File: src/rtl/prog_loader_ctrl.sv
// -----------------------------------------------------------------------------
// prog_loader_ctrl
//
// Boot-time program loader. While the CPU is held in reset, it receives a
// framed program image from a byte-oriented serial receiver and writes it
// word by word into instruction memory.
//
// Frame: 0xA5, N (words, 1..255), 2N payload bytes (high byte first per word),
// then one checksum byte when the checksum option is compiled in.
//
// Build option:
//   PROG_LOADER_CHECKSUM_EN  - when defined, a trailing byte equal to the XOR
//                              of all payload bytes is required before DONE.
//                              When undefined, the checksum state and the
//                              accumulator are not built.
//
// Parameters:
//   ADDR_W          instruction-memory address width
//   BASE_ADDR       first write address of every load
//   TIMEOUT_CYCLES  max idle clk cycles between bytes inside a frame
//
// Ports:
//   clk           single clock, rising edge
//   reset         synchronous, active-high reset
//   start         load request (ignored while a load is in progress)
//   rx_valid      one-cycle strobe, rx_byte holds a new byte
//   rx_byte       received byte
//   imem_we       one-cycle instruction-memory write strobe
//   imem_addr     write address
//   imem_wdata    write data
//   cpu_hold      holds the CPU in reset while high
//   busy          high while a frame is being received
//   done          level, last load completed successfully
//   err           level, last load aborted
//   words_loaded  words written in the current or last load
//
// States:
//   IDLE      | out of reset, waiting for the first start
//   WAIT_HDR  | hunting for the 0xA5 header, other bytes discarded
//   WAIT_LEN  | waiting for the word count N
//   WAIT_HI   | waiting for the high byte of the next word
//   WAIT_LO   | waiting for the low byte; also holds through the final write
//             | when there is no checksum stage
//   WAIT_CSUM | waiting for the checksum byte (checksum build only)
//   DONE      | load complete, CPU released
//   ERR       | load aborted, CPU held
// -----------------------------------------------------------------------------
module prog_loader_ctrl #(
  parameter int                ADDR_W         = 16,
  parameter logic [ADDR_W-1:0] BASE_ADDR      = ADDR_W'(16'h0000),
  parameter int                TIMEOUT_CYCLES = 50_000_000
) (
  input  logic              clk,
  input  logic              reset,
  input  logic              start,
  input  logic              rx_valid,
  input  logic [7:0]        rx_byte,
  output logic              imem_we,
  output logic [ADDR_W-1:0] imem_addr,
  output logic [15:0]       imem_wdata,
  output logic              cpu_hold,
  output logic              busy,
  output logic              done,
  output logic              err,
  output logic [7:0]        words_loaded
);

  localparam logic [7:0] HDR_BYTE = 8'hA5;

  // The counter only has to reach TIMEOUT_CYCLES-1; the transition to ERR
  // happens on the edge where it would otherwise step to TIMEOUT_CYCLES.
  localparam int                TMO_W    = (TIMEOUT_CYCLES > 1) ? $clog2(TIMEOUT_CYCLES) : 1;
  localparam logic [TMO_W-1:0] TMO_LAST = TMO_W'(TIMEOUT_CYCLES - 1);

`ifdef PROG_LOADER_CHECKSUM_EN
  typedef enum logic [2:0] {
    IDLE      = 3'd0,
    WAIT_HDR  = 3'd1,
    WAIT_LEN  = 3'd2,
    WAIT_HI   = 3'd3,
    WAIT_LO   = 3'd4,
    WAIT_CSUM = 3'd5,
    DONE      = 3'd6,
    ERR       = 3'd7
  } state_t;
`else
  typedef enum logic [2:0] {
    IDLE      = 3'd0,
    WAIT_HDR  = 3'd1,
    WAIT_LEN  = 3'd2,
    WAIT_HI   = 3'd3,
    WAIT_LO   = 3'd4,
    DONE      = 3'd6,
    ERR       = 3'd7
  } state_t;
`endif

  state_t            state_q, state_d;
  logic              we_q, we_d;
  logic [ADDR_W-1:0] addr_q, addr_d;
  logic [15:0]       wdata_q, wdata_d;
  logic [7:0]        words_q, words_d;
  logic [7:0]        rem_q, rem_d;     // words still to be received
  logic [TMO_W-1:0]  tmo_q, tmo_d;
  logic              tmo_hit;
`ifdef PROG_LOADER_CHECKSUM_EN
  logic [7:0]        csum_q, csum_d;
`endif

  assign tmo_hit = (tmo_q == TMO_LAST);

  // ---------------------------------------------------------------------------
  // State register
  // ---------------------------------------------------------------------------
  always_ff @(posedge clk) begin
    if (reset) begin
      state_q <= IDLE;
      we_q    <= 1'b0;
      addr_q  <= BASE_ADDR;
      wdata_q <= 16'h0000;
      words_q <= 8'h00;
      rem_q   <= 8'h00;
      tmo_q   <= '0;
`ifdef PROG_LOADER_CHECKSUM_EN
      csum_q  <= 8'h00;
`endif
    end else begin
      state_q <= state_d;
      we_q    <= we_d;
      addr_q  <= addr_d;
      wdata_q <= wdata_d;
      words_q <= words_d;
      rem_q   <= rem_d;
      tmo_q   <= tmo_d;
`ifdef PROG_LOADER_CHECKSUM_EN
      csum_q  <= csum_d;
`endif
    end
  end

  // ---------------------------------------------------------------------------
  // Next-state logic
  // ---------------------------------------------------------------------------
  always_comb begin
    state_d = state_q;
    we_d    = 1'b0;
    addr_d  = addr_q;
    wdata_d = wdata_q;
    words_d = words_q;
    rem_d   = rem_q;
    tmo_d   = tmo_q;
`ifdef PROG_LOADER_CHECKSUM_EN
    csum_d  = csum_q;
`endif

    // Address and word count advance at the end of the write cycle, so both
    // are stable while imem_we is high.
    if (we_q) begin
      addr_d  = addr_q + ADDR_W'(1);
      words_d = words_q + 8'd1;
    end

    unique case (state_q)
      IDLE, DONE, ERR: begin
        // rx_valid is deliberately not looked at here, so a byte arriving
        // together with start is dropped.
        if (start) begin
          state_d = WAIT_HDR;
          addr_d  = BASE_ADDR;
          words_d = 8'h00;
          tmo_d   = '0;
`ifdef PROG_LOADER_CHECKSUM_EN
          csum_d  = 8'h00;
`endif
        end
      end

      WAIT_HDR: begin
        // No timeout while hunting for the header.
        tmo_d = '0;
        if (rx_valid && (rx_byte == HDR_BYTE)) begin
          state_d = WAIT_LEN;
        end
      end

      WAIT_LEN: begin
        if (rx_valid) begin
          tmo_d = '0;
          if (rx_byte == 8'h00) begin
            state_d = ERR;
          end else begin
            rem_d   = rx_byte;
            state_d = WAIT_HI;
          end
        end else if (tmo_hit) begin
          state_d = ERR;
        end else begin
          tmo_d = tmo_q + TMO_W'(1);
        end
      end

      WAIT_HI: begin
        if (rx_valid) begin
          tmo_d          = '0;
          wdata_d[15:8]  = rx_byte;
`ifdef PROG_LOADER_CHECKSUM_EN
          csum_d         = csum_q ^ rx_byte;
`endif
          state_d        = WAIT_LO;
        end else if (tmo_hit) begin
          state_d = ERR;
        end else begin
          tmo_d = tmo_q + TMO_W'(1);
        end
      end

      WAIT_LO: begin
`ifndef PROG_LOADER_CHECKSUM_EN
        // Only the final word parks here during its write cycle; the load
        // completes on the following edge.
        if (we_q) begin
          state_d = DONE;
        end else
`endif
        if (rx_valid) begin
          tmo_d         = '0;
          wdata_d[7:0]  = rx_byte;
          we_d          = 1'b1;
          rem_d         = rem_q - 8'd1;
`ifdef PROG_LOADER_CHECKSUM_EN
          csum_d        = csum_q ^ rx_byte;
          state_d       = (rem_q == 8'd1) ? WAIT_CSUM : WAIT_HI;
`else
          state_d       = (rem_q == 8'd1) ? WAIT_LO : WAIT_HI;
`endif
        end else if (tmo_hit) begin
          state_d = ERR;
        end else begin
          tmo_d = tmo_q + TMO_W'(1);
        end
      end

`ifdef PROG_LOADER_CHECKSUM_EN
      WAIT_CSUM: begin
        // A mismatch does not undo the words already written.
        if (rx_valid) begin
          tmo_d   = '0;
          state_d = (rx_byte == csum_q) ? DONE : ERR;
        end else if (tmo_hit) begin
          state_d = ERR;
        end else begin
          tmo_d = tmo_q + TMO_W'(1);
        end
      end
`endif

      default: begin
        state_d = IDLE;
      end
    endcase
  end

  // ---------------------------------------------------------------------------
  // Outputs
  // ---------------------------------------------------------------------------
  assign imem_we      = we_q;
  assign imem_addr    = addr_q;
  assign imem_wdata   = wdata_q;
  assign words_loaded = words_q;
  assign done         = (state_q == DONE);
  assign err          = (state_q == ERR);
  assign cpu_hold     = (state_q != DONE);
  assign busy         = (state_q != IDLE) && (state_q != DONE) && (state_q != ERR);

endmodule
File: config.mk
export PLATFORM = sky130hd
export DESIGN_NAME = prog_loader_ctrl
export DESIGN_NICKNAME = d
export VERILOG_FILES = /design/src/rtl/prog_loader_ctrl.sv
export SDC_FILE = /design/constraint.sdc
export NUM_CORES = 1
export LEC_CHECK = 0
export ABC_AREA = 1
export CELL_PAD_IN_SITES_DETAIL_PLACEMENT = 1
export CELL_PAD_IN_SITES_GLOBAL_PLACEMENT = 1
export CORE_UTILIZATION = 42
export DETAILED_ROUTE_END_ITERATION = 8
export PLACE_DENSITY = 0.9
export SLEW_MARGIN = 40
export SYNTH_ARGS = -nofsm -noshare
export SYNTH_HDL_FRONTEND = slang
export SYNTH_SLANG_ARGS = --single-unit
File: constraint.sdc
create_clock -name clk -period 2.4 [get_ports clk]
set_input_delay 0.24 -clock clk [delete_from_list [all_inputs] [get_ports clk]]
set_output_delay 0.24 -clock clk [all_outputs]
set_load 0.02 [all_outputs]
==> results of run 1 <==
-- cells by family (layout without fill, tap and decap cells) --
| logic type | Yosys count | in the layout | share of synthesized area (%) |
|---|---|---|---|
| compound gates | 81 | 81 | 10.52 |
| mux | 1 | 1 | 0.2378 |
| simple gates | 364 | 364 | 38.73 |
| buf+inv | 81 | 143 | 8.383 |
| xor+xnor | 17 | 17 | 3.537 |
| fa+ha+maj | 5 | 5 | 1.486 |
| flops | 78 | 78 | 37.10 |
-- registers in the layout, indices dropped and copies added, names as in the netlist --
signal / flops
imem_addr: 16
imem_wdata: 16
imem_we: 1
rem_q: 8
state_q: 3
tmo_q: 26
words_loaded: 8
-- cells in the final DEF, fill, tap and decap left out, types with 10 or more instances in the layout --
master and instances:
clkbuf_8 10, o21ai_0 24, nand2_1 144, xor2_1 11, a21oi_1 45, inv_1 59, dfxtp_1 78, clkdlybuf4s50_1 56
nor2_1 113, nor3_1 16, nand3_1 54
-- worst paths after layout --
path	from	to	cells past startpoint
setup / recovery	state_q[2]$_SDFFE_PP0P_	done	3
hold / removal	imem_wdata[9]$_SDFFE_PP0P_	imem_wdata[9]$_SDFFE_PP0P_	2
setup reg to reg	tmo_q[0]$_SDFFE_PP0P_	tmo_q[20]$_SDFFE_PP0P_	12
hold reg to reg	imem_wdata[9]$_SDFFE_PP0P_	imem_wdata[9]$_SDFFE_PP0P_	2
-- final cells by class --
| class | instances | area, um2 |
|---|---|---|
| sequential | 78 | 1562 |
| fill | 1322 | 4631 |
| timing repair buffer | 61 | 598.1 |
| clock buffer | 10 | 137.6 |
| clock inverter | 6 | 85.08 |
| multi-input combinational | 468 | 2295 |
| tap | 133 | 166.4 |
| inverter | 66 | 255.2 |
-- through the flow --
stage               cells  hold slack [ps]  utilization [%]  setup WS [ps]
finish                822            479.1            52.40          327.9
detailed placement    806            461.2            50.12          489.2
CTS                   822            481.0            52.40          304.7
floorplan             627            387.9                -          784.8
global route          822            506.9            52.40          231.2
global placement      806            454.6            50.12          583.7
-- critical path, stage by stage (launching register included) --
cell	delay, ps
dfxtp_1	500
nand2_2	130
nor2_1	190
clkdlybuf4s50_1	640
-- Yosys cell counts (2+ instances only) --
master      n
a21oi_2     2
nand2_1   144
nand4_1     6
nor3_2      4
a21oi_1    45
nor3_1     16
nor4_1      2
nand3_2     5
nand3_1    54
inv_1      59
inv_2       5
nor3b_1     2
buf_6       3
xnor2_1     6
nor2_1    113
o21ai_0    24
clkbuf_1    7
buf_1       2
ha_1        5
dfxtp_1    78
nand2_2     6
nand3b_1    3
nand2_4     5
buf_2       2
o21ai_2     3
xor2_1     11
-- per-layer routing --
layer,track usage [%],up-vias,wire length [um],share of wire (%)
met5,0,-,0,0
li1,-,2126,-,-
met3,3.762,20,353,2.8
met2,47.86,57,6548,52
met4,10.22,0,227,1.8
met1,28.49,2100,5401,43
-- power by group through the flow --
stage	clock [mW]	sequential (mW)	combinational, mW
6_report	1.14	1.48	1.21
5_1_grt	1.21	1.49	1.34
4_1_cts	1.16	1.48	1.21
3_5_place_dp	0	1.50	1.20
3_3_place_gp	0	1.50	1.13
2_1_floorplan	0	1.50	0.915
==> flow_metrics.env, run 1 <==
export IMPL_max_freq_ghz=0.4826
export IMPL_hold_violations=0
export IMPL_yosysTopAreaCell="dfxtp_1"
export IMPL_final_nets=701
export IMPL_rrSetupSlack_ps=460
export IMPL_ant_nets=0
export IMPL_period_needed_ps=2072
export IMPL_synth_area_leaders="dfxtp_1, nand2_1, nor2_1"
export IMPL_htreeDepth=3
export IMPL_syn_inst=627
export IMPL_p_leak_nw=1.922
export IMPL_p_comb_share_pct=31.7
export IMPL_syn_area_um2=4209
export IMPL_die_area_um2=10430
export IMPL_hold_buffers=0
export IMPL_cts_resized_gates=0
export IMPL_final_area_um2=5099
export IMPL_clock_latency_ps=370
export IMPL_fp_dieW_um=102.1
export IMPL_dr_pass1_iters=4
export IMPL_switchingPower_mw=1.439
export IMPL_clock_path_buffers=2
export IMPL_intPower_mw=2.387
export IMPL_grt_overflow_total=0
export IMPL_setup_tns_ps=0
export IMPL_synth_edf_count=0
export IMPL_syn2layout_area_growth_pct=21.14
export IMPL_io_pin_count=57
export IMPL_grt_pass1_vias=4441
export IMPL_grtUsageTotal_pct=25.42
export IMPL_rsz0062_at_grt="false"
export IMPL_placed_cell_area_um2=4876
export IMPL_worst_pin_slew_ps=623.9
export IMPL_gp_congestion=0.8798
export IMPL_synth_fp_nets=644
export IMPL_status="complete, no violations"
export IMPL_via_per_inst=5.235
export IMPL_seq_area_frac_synth_pct=37.10
export IMPL_switching_share_pct=37.61
export IMPL_startpoint_type="register"
export IMPL_maxCapViolCount=0
export IMPL_fin_crit_sh_pct=86.34
export IMPL_cp_max_fo=7
export IMPL_synthArstFlopShare_pct=0
export IMPL_hp_class="reg2reg"
export IMPL_place_hpwl_um=9148
export IMPL_syn_area_per_cell_um2=6.713
export IMPL_cp_end_kind="output port"
export IMPL_tritoncts_num_sinks=78
export IMPL_required_ps=2160
export IMPL_drt_initial_drc_count=179
export IMPL_grt_start_max_net_pins=37
export IMPL_power_density_nw_per_um2=750.4
export IMPL_finalPower_mw=3.826
export IMPL_io_buffer_count=56
export IMPL_yosys_warnings=0
export IMPL_core_area_um2=9729
export IMPL_ys_ff_latch=78
export IMPL_cts_buffers=9
export IMPL_clkSlewWorstSetupHoldPaths_ps=80
export IMPL_ir_drop_mv=0.6443
export IMPL_critPathArrivalTime_ps=1830
export IMPL_vias=4303
export IMPL_finalWirelength_um=12530
export IMPL_synth_cell_type_count=41
export IMPL_ys_flop_type="dfxtp_1"
export IMPL_initial_utilization_pct=43.26
export IMPL_crit_type="reg2out"
export IMPL_drcViolationCount=0
export IMPL_cts_setup_buffers=0
export IMPL_pwr_share_seq_pct=38.6
export IMPL_finalSetupViolCount=0
export IMPL_drv_slew=0
export IMPL_cts_root_buf="clkbuf_8"
export IMPL_grt_first_pass_wirelength_um=20530
export IMPL_drive_gt1_share_pct=8.418
export IMPL_antenna_cells=0
export IMPL_p_clk_share_pct=29.7
export IMPL_skew_ps=8.847
export IMPL_yosysTopAreaCellShare_pct=37.10
export IMPL_cts_tree="built"
export IMPL_num_rows=36
export IMPL_wl_per_cell_um=15.24
export IMPL_die_y_um=102.1
export IMPL_grt_antenna_before_repair=0
export IMPL_relSlewSlack_pct=58.36
(Power assumes the default switching activity.)
==> run 2, diff against run 1 <==
--- a/config.mk
+++ b/config.mk
@@ -8,9 +8,9 @@
 export ABC_AREA = 1
 export CELL_PAD_IN_SITES_DETAIL_PLACEMENT = 1
 export CELL_PAD_IN_SITES_GLOBAL_PLACEMENT = 1
-export CORE_UTILIZATION = 42
+export CORE_UTILIZATION = 35
 export DETAILED_ROUTE_END_ITERATION = 8
-export PLACE_DENSITY = 0.9
+export PLACE_DENSITY = 0.81
 export SLEW_MARGIN = 40
 export SYNTH_ARGS = -nofsm -noshare
 export SYNTH_HDL_FRONTEND = slang
==> constraint.sdc (replaced) <==
create_clock -name clk -period 1.7 [get_ports clk]
set_input_delay 0.17 -clock clk [delete_from_list [all_inputs] [get_ports clk]]
set_output_delay 0.17 -clock clk [all_outputs]
set_load 0.02 [all_outputs]
==> run 2 against run 1 <==
Against the previous run: global-route usage down 3.5 points; combinational power up 69%; non-clock buffer count up 43; first-iteration DRC count down 5.0%; worst setup slack worse by 290 ps; utilization down 2.3 points; clock skew down 3.6 ps; critical path type is now reg2reg; largest cell class unchanged.
==> flow_metrics.env, run 2 (same netlist as run 1, synthesis figures left out) <==
export IMPL_antenna_cells=0
export IMPL_wl_per_cell_um=15.61
export IMPL_grt_antenna_before_repair=0
export IMPL_fillers=1448
export IMPL_grt_overflow_total=0
export IMPL_ant_nets=0
export IMPL_met1_length_um=6282
export IMPL_core_area_um2=11560
export IMPL_status="complete, no violations"
export IMPL_drcViolationCount=0
export IMPL_ir_drop_mv=0.6375
export IMPL_final_area_um2=5789
export IMPL_tritoncts_num_sinks=78
export IMPL_io_pin_count=57
export IMPL_power_density_nw_per_um2=1108
export IMPL_p_leak_nw=2.294
export IMPL_vias=4479
export IMPL_dr_max_layer_used="met4"
export IMPL_final_nets=747
export IMPL_htreeDepth=3
export IMPL_gp_congestion=0.9189
export IMPL_setup_ws_ps=42.07
export IMPL_num_rows=39
export IMPL_met3WireLength_um=437
export IMPL_grt_pass1_vias=4665
export IMPL_hp_class="in2reg"
export IMPL_dp_slack_ps=-84.41
export IMPL_drt_initial_drc_count=170
export IMPL_rsz0062_at_grt="true"
export IMPL_maxCapViolCount=0
export IMPL_cts_root_buf="clkbuf_16"
export IMPL_worst_pin_slew_ps=611.0
export IMPL_layout_common_cells="nand2_1, nor2_1, dfxtp_1"
export IMPL_syn2layout_area_growth_pct=37.54
export IMPL_drv_slew=0
export IMPL_cp_end_kind="register"
export IMPL_cts_tree="built"
export IMPL_grt_first_pass_wirelength_um=21920
export IMPL_clkSlewWorstSetupHoldPaths_ps=60
export IMPL_grtUsageTotal_pct=21.93
export IMPL_period_needed_ps=1658
export IMPL_startpoint_type="register"
export IMPL_die_area_um2=12470
export IMPL_die_y_um=111.7
export IMPL_fp_dieW_um=111.7
export IMPL_cts_buffers=9
export IMPL_required_ps=1930
export IMPL_clock_latency_ps=350
export IMPL_fin_crit_sh_pct=97.53
export IMPL_initial_utilization_pct=36.40
export IMPL_cp_max_fo=4
export IMPL_layout_commonest_cell="nand2_1"
export IMPL_skew_ps=5.252
export IMPL_largest_reg_flops=26
export IMPL_grt_start_max_net_pins=21
export IMPL_hold_violations=0
export IMPL_drive_gt1_share_pct=19.46
export IMPL_placed_cell_area_um2=5196
export IMPL_worst_hold_slack_ps=443.4
export IMPL_clock_path_buffers=2
export IMPL_crit_type="reg2reg"
export IMPL_max_freq_ghz=0.6032
export IMPL_top_register="tmo_q"
export IMPL_wl_met2_um=6785
export IMPL_finalWirelength_um=13710
export IMPL_dr_pass1_iters=4
export IMPL_place_hpwl_um=9409
export IMPL_finalSetupViolCount=0
export IMPL_io_buffer_count=56
export IMPL_relSlewSlack_pct=59.22
export IMPL_critPathArrivalTime_ps=1890
export IMPL_via_per_inst=5.101
[run 2: power by group]
group,switching [mW],internal [mW],leakage [nW]
logic,1.34,0.705,1.48
clock network,0.794,1.47,0.172
registers,0.141,1.96,0.638
total,2.28,4.14,2.29
[run 2: per-stage QoR]
stage	util [%]	cells	TNS [ps]	power (mW)
after floorplan	-	627	0	3.408
after global placement	44.93	857	-6.344	3.818
after detailed placement	44.93	857	-585.2	3.897
after CTS	48.23	874	0	6.235
after global routing	50.06	878	-1708	6.757
final	50.06	878	0	6.415
[run 2: area by class of cell]
cell class | instances | area, um2 | area share, %
timing repair buffer | 104 | 915.9 | 15.82
clock buffer | 10 | 239.0 | 4.128
multi-input combinational | 471 | 2487 | 42.97
inverter | 66 | 267.8 | 4.625
tap | 143 | 178.9 | 3.091
clock inverter | 6 | 108.9 | 1.880
sequential | 78 | 1592 | 27.49
[run 2: timing repair]
action,CTS,global route
hold buffers,0,0
setup endpoints to repair,29,46
pin swaps,2,7
setup buffers,0,2
hold endpoints to repair,0,0
cloned,1,2
gates resized for setup,13,49
[run 2: final timing paths]
kind	endpoint	slack (ps)	start	cells past startpoint
worst min register to register	imem_wdata[14]$_SDFFE_PP0P_	470	imem_wdata[14]$_SDFFE_PP0P_	2
worst min-delay path	imem_wdata[10]$_SDFFE_PP0P_	440	rx_byte[2]	3
worst max-delay path	imem_addr[12]$_SDFF_PP0_	40	imem_addr[0]$_SDFF_PP0_	8
worst max register to register	imem_addr[12]$_SDFF_PP0_	40	imem_addr[0]$_SDFF_PP0_	8
[run 2: routing by layer]
| metal | global-route usage (%) | up-vias |
|---|---|---|
| li1 | - | 2222 |
| met1 | 27.15 | 2161 |
| met2 | 37.23 | 81 |
| met3 | 4.573 | 15 |
| met4 | 8.468 | 0 |
| met5 | 0 | - |
[run 2: critical path, stage by stage, from the launching register on]
cell	delay (ps)
dfxtp_2	380
ha_1	170
nand2_1	80
inv_1	120
nand3_1	180
nor3_4	210
nand2_1	130
o21ai_0	200
a21oi_1	80
